File: config.mk
export PLATFORM = sky130hd
export DESIGN_NAME = compressed_stream_unpacker
export DESIGN_NICKNAME = d
export VERILOG_FILES = /design/src/rtl/compressed_stream_unpacker.sv
export SDC_FILE = /design/constraint.sdc
export NUM_CORES = 1
export LEC_CHECK = 0
export ABC_AREA = 1
export BUFFER_PORTS_ARGS = -buffer_cell sky130_fd_sc_hd__buf_4
export CORE_MARGIN = 1.5
export CORE_UTILIZATION = 40
export CTS_CLUSTER_SIZE = 20
export DETAILED_ROUTE_END_ITERATION = 8
export GPL_ROUTABILITY_DRIVEN = 0
export GPL_TIMING_DRIVEN = 0
export PLACE_DENSITY = 0.62
export SKIP_CTS_REPAIR_TIMING = 1
export SLEW_MARGIN = 10
export SYNTH_ARGS = -nofsm -noshare
export SYNTH_HDL_FRONTEND = slang
export SYNTH_SLANG_ARGS = --single-unit
File: constraint.sdc
create_clock -name clock -period 2.4 [get_ports clock]
set_clock_uncertainty 0.1 [all_clocks]
set_input_delay 0.48 -clock clock [delete_from_list [all_inputs] [get_ports clock]]
set_output_delay 0.48 -clock clock [all_outputs]
set_load 0.005 [all_outputs]
File: src/rtl/compressed_stream_unpacker.sv
// Splits a compressed byte stream into control-byte groups of literal and copy items
// and hands each item to the decompressor as a one-cycle strobe.
module compressed_stream_unpacker #(
  parameter int COUNT_WIDTH = 16
) (
  input  logic                   clock,
  input  logic                   reset,
  input  logic [7:0]             in_byte,
  input  logic                   in_valid,
  input  logic                   in_last,
  output logic                   in_ready,
  output logic [15:0]            data_in,
  output logic                   control_word_in,
  output logic                   data_in_valid,
  input  logic                   decompressor_busy,
  output logic                   done,
  output logic                   error,
  output logic [COUNT_WIDTH-1:0] item_count
);

  typedef enum logic [2:0] {
    GET_CW, GET_B0, GET_B1, ISSUE, HOLD, DONE
  } state_t;

  state_t                 state_q, state_d;
  logic [7:0]             cw_q, cw_d;
  logic [2:0]             idx_q, idx_d;
  logic [15:0]            data_q, data_d;
  logic                   ctrl_q, ctrl_d;
  logic                   last_q, last_d;
  logic                   error_q, error_d;
  logic [COUNT_WIDTH-1:0] count_q, count_d;
  logic                   accept;
  logic                   flag;

  // Outputs are gated by reset so they read as idle even before the first edge in reset.
  assign in_ready        = reset && (state_q == GET_CW || state_q == GET_B0 || state_q == GET_B1);
  assign data_in_valid   = reset && (state_q == HOLD);
  assign done            = reset && (state_q == DONE);
  assign error           = reset && error_q;
  assign data_in         = data_q;
  assign control_word_in = ctrl_q;
  assign item_count      = count_q;

  assign accept = in_valid && in_ready;
  assign flag   = cw_q[3'd7 - idx_q];

  always_comb begin
    state_d = state_q;
    cw_d    = cw_q;
    idx_d   = idx_q;
    data_d  = data_q;
    ctrl_d  = ctrl_q;
    last_d  = last_q;
    error_d = error_q;
    count_d = count_q;
    case (state_q)
      GET_CW: begin
        if (accept) begin
          cw_d    = in_byte;
          idx_d   = 3'd0;
          state_d = in_last ? DONE : GET_B0;
        end
      end
      GET_B0: begin
        if (accept) begin
          last_d = in_last;
          if (!flag) begin
            ctrl_d  = 1'b0;
            data_d  = {8'h00, in_byte};
            state_d = ISSUE;
          end else if (in_last) begin
            // A copy item cut short after its first byte is dropped entirely.
            error_d = 1'b1;
            state_d = DONE;
          end else begin
            ctrl_d  = 1'b1;
            data_d  = {in_byte, 8'h00};
            state_d = GET_B1;
          end
        end
      end
      GET_B1: begin
        if (accept) begin
          data_d  = {data_q[15:8], in_byte};
          last_d  = in_last;
          state_d = ISSUE;
        end
      end
      ISSUE: begin
        if (!decompressor_busy) state_d = HOLD;
      end
      HOLD: begin
        count_d = count_q + COUNT_WIDTH'(1);
        if (last_q) begin
          state_d = DONE;
        end else if (idx_q == 3'd7) begin
          idx_d   = 3'd0;
          state_d = GET_CW;
        end else begin
          idx_d   = idx_q + 3'd1;
          state_d = GET_B0;
        end
      end
      DONE:    state_d = DONE;
      default: state_d = GET_CW;
    endcase
  end

  always_ff @(posedge clock) begin
    if (!reset) begin
      state_q <= GET_CW;
      cw_q    <= 8'h00;
      idx_q   <= 3'd0;
      data_q  <= 16'h0000;
      ctrl_q  <= 1'b0;
      last_q  <= 1'b0;
      error_q <= 1'b0;
      count_q <= '0;
    end else begin
      state_q <= state_d;
      cw_q    <= cw_d;
      idx_q   <= idx_d;
      data_q  <= data_d;
      ctrl_q  <= ctrl_d;
      last_q  <= last_d;
      error_q <= error_d;
      count_q <= count_d;
    end
  end

endmodule

Word level (Yosys, flattened, before mapping)
Cells that the tools add are included.
W data, S select, Z words.
Word-level totals
  logic and storage cells: 69
  bits in registers: 49
  output and inout bits: 37
Operators by class
  reduce and logical (&&, ||, !) cells: 19
  eq/ne operators: 13
  bitwise operators: 1
  multiplexer cells: 23
  add/sub/neg operators: 3
  magnitude comparators: 1
Operators with widths (number)
  $mux W16: 3
  $mux W3: 11
  $pmux W16 S2: 1
  $pmux W3 S6: 1
  $add A16 B1 Y16 const B: 1
  $reduce_and A4 Y1: 4
  $ne A2 B2 Y1 const B: 6
  $eq A3 B3 Y1 const B: 3
  $mux W8: 1
  $eq A3 B2 Y1 const B: 2
  $pmux W3 S2: 1
  $reduce_and A3 Y1: 2
  $logic_and A1 B1 Y1: 5
  $lt A3 B4 Y1 const B: 1
  $mux W1: 4
  $reduce_and A2 Y1: 2
  $reduce_bool A2 Y1: 2
  $add A3 B1 Y3 const B: 1
  $bmux W1 S3: 1
  $eq A3 B1 Y1 const B: 1
  $logic_not A3 Y1: 1
  $ne A3 B3 Y1 const B: 1
  $sub A3 B3 Y3 const A: 1
  $logic_or A1 B1 Y1: 2
  other kinds (2): 2

Logic depth before layout (Yosys ltp)
Gate-level depths: netlist (run 1).
  depth in word-level cells: 7
  gate-level depth with buffers: 10

Worst setup path after synthesis (run 1)
OpenSTA, ideal clock, no wires.
  kind: flip-flop to flip-flop
  start point: register state_q[2]
  end point: register data_q[6], in the netlist data_in[6]
  stages on the path, launching flop included: 10
  path slack: 893 ps
  setup time: 113 ps
  data required time: 2187 ps
  buffers on the path: 1
  arrival time: 1294 ps
  path through: dfxtp_1 > nor2_2 > inv_2 > nand2_4 > nand3_4 > a21oi_4 > buf_6 > nand3_1 > nand2_1 > nor2_1
Between the ends
  word-level cells in the longest chain between the ends: 7
  elaborated cells between the ends (all ways): 13
Ends and longest elaborated chain
  from (decl): line 25  | state_t state_q, state_d;
  from (signal assigned): line 121  | state_q <= state_d;
  $eq A3 B1 Y1 or $logic_not A3 Y1 (tied branches): line 37, 57
  $logic_or A1 B1 Y1 (2 in series): line 37  | assign in_ready = reset && (state_q == GET_CW || state_q == GET_B0 || state_q == GET_B1);
  $logic_and A1 B1 Y1: line 37
  $logic_and A1 B1 Y1: line 45  | assign accept = in_valid && in_ready;
  $ne A2 B2 Y1 (no line)
  $reduce_and A4 Y1 (no line)
  to (signal assigned): line 124  | data_q <= data_d;
  to (decl): line 28  | logic [15:0] data_q, data_d;
Several ways; a longest one is shown, not always the timed one. The select of a mux whose other input is x is not followed.
A chain may end at the register's enable or synchronous reset.

Worst setup path in the final report (run 1)
  start point: input reset
  end point: output done
Between the ends
  word-level cells in the longest chain between the ends: 1
Ends and longest elaborated chain
  from (decl): line 7  | input logic reset,
  $logic_and A1 B1 Y1: line 39  | assign done = reset && (state_q == DONE);
  to (decl): line 16  | output logic done,
No other way between the ends.

==> results.tsv, run 1 <==
stage	metric	value	unit
drt	Remaining DRCs	0	
hold_path	Worst Hold Class	register to register	
die	core area	5642	µm²
global_route	gr usage total	17.66	%
timing	hold_ws	0.3569	ns
die	Die Ht	80.36	µm
yosys	Post-Syn Area	2394	µm²
power_and_ir_drop	PD cells	766.2	nW/µm²
finish	Ant. Diodes	0	
yosys	fraction of registers with async set/reset	0	%
drt	post-route ant nets	0	
setup_path	Crit. End Element	primary output	
clocking	total clock sinks	49	
setup_path	cell mode on critical path	buf_4	
placed_design	Post-DP HPWL	4206	µm
yosys	Post-synth EDFFs	0	
setup_path	Critical path buffers and inverters	4	
clocking	Clock Path Buffers	2	
clocking	CTS Buf Count	5	
yosys	Seq/Total Area, Yosys	40.98	%
setup_path	largest fanout on the critical path	10	
drt	wire length per cell	12.21	µm
placed_design	placed instance area	2851	µm²
setup_path	Critical Path Max Stage Delay	0.45	ns
yosys	count leader, synth	nand2_1	
setup_path	critical-path cell list	buf_4 > inv_1 > clkbuf_1 > nor3_1 > buf_4	
drt	DRT Pass-1 Iters	4	
yosys	leading cell types by count after synthesis	nand2_1 (67), dfxtp_1 (49), inv_1 (34)	
placed_design	count of input and output buffers	49	
clocking	CTS tree	built	
global_route	total grt overflow	0	
yosys	Synth Area in Simple Gates	30.74	%
clocking	Clock Latency Late Sink	0.29	ns
status	outcome	complete, no violations	
timing	worst slew pin tran	0.5702	ns
die	overall die width	80.36	µm
yosys	post-synthesis adder-cell area fraction	1.568	%
global_route	initial antenna violation count	0	
flow_run	max cap viols	0	
yosys	Mean Syn Cell Area	7.410	µm²
yosys	Top FF cell, synth	dfxtp_1	
yosys	Yosys reg bits	49	
die	IO Pins	50	
finish	post-route cell area	2938	µm²
yosys	area leader, netlist	dfxtp_1	
setup_path	cell family with most CP delay	buffers and inverters	
timing	setup-violating endpoint count in the final report	0	
timing	Final Hold Viols	0	
die	DIE AREA	6457	µm²
global_route	largest net degree at the start of global routing	14	
die	Initial Util	42.43	%
timing	PnR worst setup slack	0.3956	ns
setup_path	Required @ worst endpoint	1.82	ns
finish	Filler Cell Count	567	
setup_path	critical path type	primary input to primary output	
global_route	first-pass GRT wire length	8769	µm
drt	total wire length	5506	µm
timing	Fin Setup TNS	0	ns
setup_path	CP Data Arrival Time	1.42	ns
yosys	largest family of logic cells by synthesized area	simple AND/OR/NAND/NOR gates	
clocking	Reg clk slew, reported paths	0.09	ns
power_and_ir_drop	LEAKAGE	1.241	nW
die	Rows	27	
yosys	multiplexer share of the synthesized area	0	%
timing	min cycle time layout	2.004	ns
placed_design	Setup WS pre-CTS	0.3898	ns
yosys	Syn Inst Count	323	
drt	Via density	4.847	
drt	1st-iter DRT viols	101	
finish	Syn-to-layout area delta	22.74	%
yosys	post-synthesis compound-gate area fraction	17.25	%
drt	Vias	2186	
clocking	H-tree levels	2	
yosys	Synth Area in XOR/XNOR	0.3659	%
clocking	CTS root buf	clkbuf_8	
yosys	Synth top area share	40.98	%
yosys	Yosys warning total	0	
power_and_ir_drop	Max IR drop VDD	383.9	µV
power_and_ir_drop	Pwr Total	2.251	mW
finish	layout cells sized above 1	25.33	%
timing	max-slew headroom at the worst pin	61.99	%
timing	setup repair after global routing missed its margin	no	
setup_path	critical path startpoint category	primary input	
yosys	Netlist cell types	35	
yosys	top post-synthesis cells by area	dfxtp_1 (41%), nand2_1 (11%), a21oi_1 (6.7%)	
global_route	vias in the first global route	1851	
timing	Final period util	83.51	%
finish	# nets final	395	
timing	fmax	498.9	MHz
timing	Final Max Slew Viols	0	
yosys	net count after synthesis	339	
setup_path	slowest CP cell	clkbuf_1	
-- worst reg2reg max path: stages (launching register included) --
cell and delay (ns):
dfxtp_1 0.51, nand2_1 0.10, nand3_1 0.11, nand3_2 0.16, nand4_4 0.16, buf_2 0.29, nand3_1 0.10, nand2_1 0.08
nor2_1 0.04
-- routing by layer --
layer	vias up	global-route usage, %	part of all wire, %
met5	-	0	0
li1	1171	-	-
met4	0	5.172	0.89
met2	35	27.39	44
met1	975	24.81	52
met3	5	3.182	3.4
-- metrics by stage --
stage                     utilization (%)  cells
after floorplan                         -    323
after global placement              50.54    444
after detailed placement            50.54    444
after CTS                           52.07    451
after global routing                52.07    451
final                               52.07    451
-- registers in the layout, indices dropped and copies added, names as in the netlist --
| name | cells |
|---|---|
| control_word_in | 1 |
| cw_q | 8 |
| data_in | 16 |
| error_q | 1 |
| idx_q | 3 |
| item_count | 16 |
| last_q | 1 |
| state_q | 3 |
-- cells by family after synthesis --
logic type,Yosys count
compound gates,68
xor+xnor,1
fa+ha+maj,3
buf+inv,53
flops,49
simple gates,149
-- cell type report --
type	instances	area, µm²	area share, %
multi-input combinational	221	1195	40.67
sequential	49	980.9	33.39
timing repair buffer	49	367.9	12.52
inverter	43	162.7	5.537
tap	72	90.09	3.066
clock buffer	7	86.33	2.939
buffer	10	55.05	1.874
-- power breakdown --
| group | internal (mW) | switching [mW] |
|---|---|---|
| Combinational | 0.286 | 0.493 |
| Sequential | 0.901 | 0.0768 |
| Clock | 0.229 | 0.265 |
| Total | 1.42 | 0.835 |
-- cells in the final DEF (no fill, tap or decap), types with 5 or more instances in the layout --
master / instances
nand2_1: 67
buf_4: 51
dfxtp_1: 49
inv_1: 34
a21oi_1: 32
nor2_1: 31
nand3_1: 19
nand4_1: 11
o21ai_0: 11
inv_2: 8
o21ai_1: 8
a21oi_2: 8
clkbuf_8: 6
clkbuf_1: 5
nor3_1: 5
-- final timing paths --
path / start / to / slack, ns / depth (start not counted)
worst max-delay path: reset / done / 0.40 / 5
worst min-delay path: cw_q[2] / cw_q[2] / 0.36 / 2
worst max register to register: idx_q[0] / state_q[2] / 0.63 / 8
worst min register to register: cw_q[2] / cw_q[2] / 0.36 / 2
Note: power is estimated with default switching activity, not from simulation.
==> inputs of run 2 (changes only) <==
--- a/config.mk
+++ b/config.mk
@@ -13,7 +13,7 @@
 export DETAILED_ROUTE_END_ITERATION = 8
 export GPL_ROUTABILITY_DRIVEN = 0
 export GPL_TIMING_DRIVEN = 0
-export PLACE_DENSITY = 0.62
+export PLACE_DENSITY = 0.65
 export SKIP_CTS_REPAIR_TIMING = 1
 export SLEW_MARGIN = 10
 export SYNTH_ARGS = -nofsm -noshare
==> constraint.sdc (replaced) <==
create_clock -name clock -period 1.6 [get_ports clock]
set_clock_uncertainty 0.1 [all_clocks]
set_input_delay 0.32 -clock clock [delete_from_list [all_inputs] [get_ports clock]]
set_output_delay 0.32 -clock clock [all_outputs]
set_load 0.005 [all_outputs]
==> results.tsv, run 2 (same netlist as run 1, synthesis figures left out) <==
stage	metric	value	unit	change
global_route	largest net degree at the start of global routing	15		was 14
die	Rows	27		unchanged
drt	Via density	4.977		was 4.847
timing	min cycle time layout	1.619	ns	
finish	area of the multi-input gates	1358	µm²	was 1195 µm²
setup_path	critical path type	register to register		was primary input to primary output
finish	Seq. cell area	997.2	µm²	was 980.9 µm²
clocking	Reg clk slew, reported paths	0.09	ns	about the same
timing	Final Max Slew Viols	0		unchanged
drt	total wire length	6166	µm	was 5506 µm
timing	worst slew pin tran	0.4403	ns	was 0.5702 ns
drt	1st-iter DRT viols	148		was 101
power_and_ir_drop	LEAKAGE	1.441	nW	was 1.241 nW
finish	post-route cell area	3383	µm²	was 2938 µm²
setup_path	cell family with most CP delay	simple AND/OR/NAND/NOR gates		was buffers and inverters
clocking	Clock Latency Late Sink	0.30	ns	was 0.29 ns
clocking	CTS Buf Count	5		unchanged
timing	setup-violating endpoint count in the final report	3		was 0
die	IO Pins	50		unchanged
timing	Fin Setup TNS	-0.02521	ns	was 0 ns
drt	post-route ant nets	0		unchanged
drt	Vias	2349		was 2186
global_route	initial antenna violation count	0		unchanged
setup_path	Required @ worst endpoint	1.70	ns	was 1.82 ns
power_and_ir_drop	Max IR drop VDD	567.8	µV	was 383.9 µV
die	Die Ht	80.36	µm	unchanged
global_route	total grt overflow	0		unchanged
timing	max-slew headroom at the worst pin	70.65	%	was 61.99%
placed_design	count of input and output buffers	49		unchanged
clocking	total clock sinks	49		unchanged
die	core area	5642	µm²	unchanged
hold_path	Worst Hold Class	primary input to register		was register to register
timing	Final period util	101.2	%	
finish	Filler Cell Count	502		was 567
clocking	H-tree levels	2		unchanged
placed_design	Post-DP HPWL	4182	µm	was 4206 µm
timing	Final Hold Viols	0		unchanged
finish	Ant. Diodes	0		unchanged
placed_design	DP Cell Count	444		unchanged
setup_path	Crit. End Element	register		was primary output
clocking	CTS root buf	clkbuf_8		unchanged
finish	leading cell types in the layout, fill and taps excluded	nand2_1 (61), buf_4 (61), dfxtp_1 (42)		was nand2_1 (67), buf_4 (51), dfxtp_1 (49)
setup_path	FF-to-FF setup slack	-0.02	ns	was 0.63 ns
setup_path	CP Data Arrival Time	1.72	ns	was 1.42 ns
flow_run	max cap viols	0		unchanged
timing	PnR worst setup slack	-0.01870	ns	was 0.3956 ns
global_route	gr usage total	17.95	%	was 17.66%
placed_design	Setup WS pre-CTS	-0.1499	ns	was 0.3898 ns
setup_path	Critical path buffers and inverters	1		was 4
die	Initial Util	42.43	%	unchanged
timing	fmax	617.8	MHz	
status	failing checks	setup timing		
finish	layout cells sized above 1	37.50	%	was 25.33%
drt	Remaining DRCs	0		unchanged
setup_path	slowest CP cell	dfxtp_4		was clkbuf_1
setup_path	critical-path cell list	inv_2 > nand3_4 > nor3_4 > nand3_2 > nor2_2 > nand2_1 > o21ai_1 > nor2_1		was buf_4 > inv_1 > clkbuf_1 > nor3_1 > buf_4
timing	setup repair after global routing missed its margin	yes		was no
finish	# nets final	415		was 395
finish	Core Util, Final	59.97	%	was 52.07%
drt	DRT Pass-1 Iters	4		unchanged
placed_design	placed instance area	2851	µm²	unchanged
clocking	CTS tree	built		unchanged
clocking	Clock Path Buffers	2		unchanged
setup_path	Critical Path Max Stage Delay	0.38	ns	was 0.45 ns
drt	wire length per cell	13.06	µm	was 12.21 µm
setup_path	largest fanout on the critical path	6		was 10
global_route	first-pass GRT wire length	9052	µm	was 8769 µm
die	DIE AREA	6457	µm²	unchanged
global_route	vias in the first global route	1887		was 1851
finish	non-filler instance count after layout	472		was 451
finish	Syn-to-layout area delta	41.35	%	was 22.74%
setup_path	critical path startpoint category	register		was primary input
power_and_ir_drop	PD cells	1162	nW/µm²	was 766.2 nW/µm²
die	overall die width	80.36	µm	unchanged
status	outcome	finished, violations left		was complete, no violations
-- run 2: cell count changes in the layout (fill, tap and decap cells not counted), sizes merged --
cell / change
inv: +1
bufinv: +1
buf: +18
clkbuf: +1
clkinv: -1
o21ai: +1
-- run 2: area by class of cell --
| cell class | count | share of cell area [%] |
|---|---|---|
| repair buffers | 68 | 17.05 |
| plain buffers | 10 | 2.256 |
| flip-flops and latches | 49 | 29.47 |
| multi-input cells | 222 | 40.13 |
| well taps | 72 | 2.663 |
| clock inverters | 1 | 0.8876 |
| clock buffers | 7 | 2.552 |
| inverters | 43 | 4.993 |
-- run 2: final timing paths --
path               endpoint  depth (start not counted)  startpoint
max          item_count[14]                          8  state_q[0]
min                 error_q                          3     in_last
max reg2reg  item_count[14]                          8  state_q[0]
min reg2reg         error_q                          2     error_q
-- run 2: worst reg2reg max path, stage by stage (launching register included) --
cell and delay, ns:
dfxtp_4 0.38, inv_2 0.10, nand3_4 0.14, nor3_4 0.26, nand3_2 0.13, nor2_2 0.14, nand2_1 0.08, o21ai_1 0.14
nor2_1 0.05
-- run 2: per-stage QoR --
step           power (mW)  hold slack (ns)
2_1_floorplan       2.354           0.3171
3_3_place_gp        2.634           0.3339
3_5_place_dp        2.658           0.3403
4_1_cts             3.566           0.2150
5_1_grt             4.160           0.2250
6_report            3.932           0.2103
-- run 2: metal layers --
metal	GRT usage (%)	vias up	share of wire (%)
li1	-	1214	-
met4	4.655	0	0.86
met3	2.500	8	4.1
met2	27.98	43	49
met5	0	-	0
met1	25.82	1084	46
-- run 2: power breakdown --
part / switching [mW] / internal, mW
clock: 0.409 / 0.510
sequential: 0.132 / 1.37
combinational: 0.877 / 0.632
total: 1.42 / 2.51
==> inputs of run 3 (changes only) <==
--- a/config.mk
+++ b/config.mk
@@ -5,7 +5,6 @@
 export SDC_FILE = /design/constraint.sdc
 export NUM_CORES = 1
 export LEC_CHECK = 0
-export ABC_AREA = 1
 export BUFFER_PORTS_ARGS = -buffer_cell sky130_fd_sc_hd__buf_4
 export CORE_MARGIN = 1.5
 export CORE_UTILIZATION = 40
==> results.tsv, run 3 <==
stage	metric	value	unit	change
power_and_ir_drop	Max IR drop VDD	550.2	µV	was 567.8 µV
drt	Remaining DRCs	0		unchanged
clocking	CTS root buf	clkbuf_8		unchanged
placed_design	Setup WS pre-CTS	-0.5915	ns	was -0.1499 ns
die	core area	5439	µm²	was 5642 µm²
global_route	initial antenna violation count	0		unchanged
flow_run	max cap viols	0		unchanged
clocking	CTS tree	built		unchanged
timing	hold_ws	0.1331	ns	was 0.2103 ns
placed_design	count of input and output buffers	48		was 49
timing	min cycle time layout	1.822	ns	was 1.619 ns
global_route	M2 GR Usage	28.61	%	was 27.98%
timing	Final Hold Viols	0		unchanged
power_and_ir_drop	PD cells	951.4	nW/µm²	was 1162 nW/µm²
clocking	CTS Buf Count	5		unchanged
yosys	Post-synth EDFFs	0		unchanged
placed_design	Post-DP HPWL	3555	µm	was 4182 µm
drt	wire length per cell	13.83	µm	was 13.06 µm
global_route	GR peak layer	met2		unchanged
global_route	first-pass GRT wire length	8259	µm	was 9052 µm
yosys	Syn Inst Count	246		was 323
die	Rows	27		unchanged
clocking	Reg clk slew, reported paths	0.09	ns	about the same
setup_path	critical path type	register to register		unchanged
finish	non-filler instance count after layout	397		was 472
timing	setup repair after global routing missed its margin	yes		unchanged
yosys	Seq/Total Area, Yosys	43.82	%	was 40.98%
global_route	vias in the first global route	1737		was 1887
yosys	area leader, netlist	dfxtp_1		unchanged
yosys	Post-Syn Area	2238	µm²	was 2394 µm²
yosys	Mean Syn Cell Area	9.099	µm²	was 7.410 µm²
hold_path	Worst Hold Class	primary input to register		unchanged
global_route	total grt overflow	0		unchanged
yosys	Synth Area in XOR/XNOR	6.260	%	was 0.3659%
die	Initial Util	41.15	%	was 42.43%
timing	fmax	548.7	MHz	was 617.8 MHz
die	DIE AREA	6054	µm²	was 6457 µm²
global_route	gr usage total	17.26	%	was 17.95%
drt	post-route ant nets	0		unchanged
finish	# nets final	340		was 415
setup_path	Crit. End Element	register		unchanged
yosys	Yosys reg bits	49		unchanged
timing	setup-violating endpoint count in the final report	27		was 3
setup_path	critical path startpoint category	register		unchanged
yosys	multiplexer share of the synthesized area	2.292	%	was 0%
status	outcome	finished, violations left		unchanged
yosys	post-synthesis adder-cell area fraction	1.677	%	was 1.568%
power_and_ir_drop	LEAKAGE	1.382	nW	was 1.441 nW
yosys	Netlist cell types	42		was 35
drt	DRT Pass-1 Iters	5		was 4
setup_path	FF-to-FF setup slack	-0.22	ns	was -0.02 ns
drt	Via density	5.103		was 4.977
placed_design	DP Cell Count	366		was 444
finish	post-route cell area	3302	µm²	was 3383 µm²
timing	worst slew pin tran	0.4894	ns	was 0.4403 ns
timing	PnR worst setup slack	-0.2224	ns	was -0.01870 ns
yosys	post-synthesis compound-gate area fraction	16.88	%	was 17.25%
setup_path	largest fanout on the critical path	8		was 6
clocking	total clock sinks	49		unchanged
timing	max-slew headroom at the worst pin	67.37	%	was 70.65%
yosys	Synth top area share	43.82	%	was 40.98%
clocking	H-tree levels	2		unchanged
setup_path	CP Data Arrival Time	1.96	ns	was 1.72 ns
finish	leading cell types in the layout, fill and taps excluded	buf_4 (63), dfxtp_1 (41), nand2_1 (30)		was nand2_1 (61), buf_4 (61), dfxtp_1 (42)
global_route	largest net degree at the start of global routing	16		was 15
finish	Syn-to-layout area delta	47.51	%	was 41.35%
yosys	Yosys warning total	0		unchanged
clocking	Clock Latency Late Sink	0.30	ns	about the same
yosys	largest family of logic cells by synthesized area	simple AND/OR/NAND/NOR gates		unchanged
die	overall die width	77.81	µm	was 80.36 µm
clocking	Clock Path Buffers	2		unchanged
setup_path	Required @ worst endpoint	1.73	ns	was 1.70 ns
die	IO Pins	50		unchanged
yosys	Top FF cell, synth	dfxtp_1		unchanged
yosys	leading cell types by count after synthesis	dfxtp_1 (49), nand2_1 (37), and2_1 (17)		was nand2_1 (67), dfxtp_1 (49), inv_1 (34)
global_route	met3 Track Usage GR	4.000	%	was 2.500%
yosys	net count after synthesis	262		was 339
placed_design	placed instance area	2723	µm²	was 2851 µm²
drt	total wire length	5490	µm	was 6166 µm
finish	Ant. Diodes	0		unchanged
timing	Final Max Slew Viols	0		unchanged
status	failing checks	setup timing		unchanged
die	Die Ht	77.81	µm	was 80.36 µm
finish	most common cell after layout, fill and taps aside	buf_4		
timing	Final period util	113.9	%	was 101.2%
yosys	top post-synthesis cells by area	dfxtp_1 (44%), nand2_1 (6.2%), and2_1 (4.8%)		was dfxtp_1 (41%), nand2_1 (11%), a21oi_1 (6.7%)
yosys	fraction of registers with async set/reset	0	%	unchanged
yosys	count leader, synth	dfxtp_1		was nand2_1
global_route	GRT met1 Usage	21.81	%	was 25.82%
finish	layout cells sized above 1	43.69	%	was 37.50%
yosys	Synth Area in Simple Gates	24.87	%	was 30.74%
drt	1st-iter DRT viols	34		was 148
drt	Vias	2026		was 2349
-- run 3: changes by cell type after synthesis, moves of 8 or more --
cell,change
o21ai_1,-8
nor2b_1,+11
o2bb2ai_1,+9
nand2_1,-30
a21boi_0,+11
and2_1,+17
nand3_1,-9
inv_1,-30
nor2_1,-20
inv_2,-8
a21oi_1,-27
a22o_1,+8
xor2_1,+8
-- run 3: per-layer routing --
metal / up-vias / wire (µm)
met3: 10 / 306
met1: 948 / 2382
met5: - / 0
li1: 1007 / -
met2: 61 / 2709
met4: 0 / 92
-- run 3: area by class of cell --
type	count	area [µm²]
Clock buffer	6	82.58
Fill cell	477	2137
Sequential cell	49	1001
Multi-Input combinational cell	179	1381
Buffer	11	97.59
Timing Repair Buffer	74	618.1
Inverter	4	17.52
Tap cell	72	90.09
Clock inverter	2	13.76
-- run 3: power by group --
part           switching, mW  internal (mW)  total (mW)
combinational          0.434          0.538       0.972
sequential            0.0917           1.32        1.41
clock                  0.411          0.351       0.762
-- run 3: cell families (layout without fill, tap and decap cells) --
| logic type | Yosys count | in the layout |
|---|---|---|
| flops | 49 | 49 |
| compound gates | 48 | 48 |
| xor+xnor | 16 | 16 |
| simple gates | 107 | 107 |
| buf+inv | 18 | 97 |
| fa+ha+maj | 3 | 3 |
| mux | 5 | 5 |
-- run 3: stage by stage --
stage | setup TNS, ns | util, % | power (mW)
after floorplan | -2.720 | - | 1.815
after global placement | -13.00 | 50.06 | 2.015
after detailed placement | -13.66 | 50.06 | 2.024
after CTS | -12.34 | 51.83 | 2.784
after global routing | -6.547 | 60.71 | 3.315
final | -3.790 | 60.71 | 3.141
-- run 3: path summary, 6_finish.rpt --
check	start	to	depth (start not counted)
worst max-delay path	idx_q[0]	data_in[5]	7
worst min-delay path	in_byte[3]	data_in[3]	2
worst max register to register	idx_q[0]	data_in[5]	7
worst min register to register	cw_q[3]	cw_q[3]	2
-- run 3: critical path, cell delays in order (launching register included) --
cell and delay [ns]:
dfxtp_2 0.35, buf_6 0.13, mux2_4 0.30, a2bb2oi_2 0.14
and2_4 0.14, buf_6 0.13, a21oi_4 0.32, o2bb2ai_2 0.15
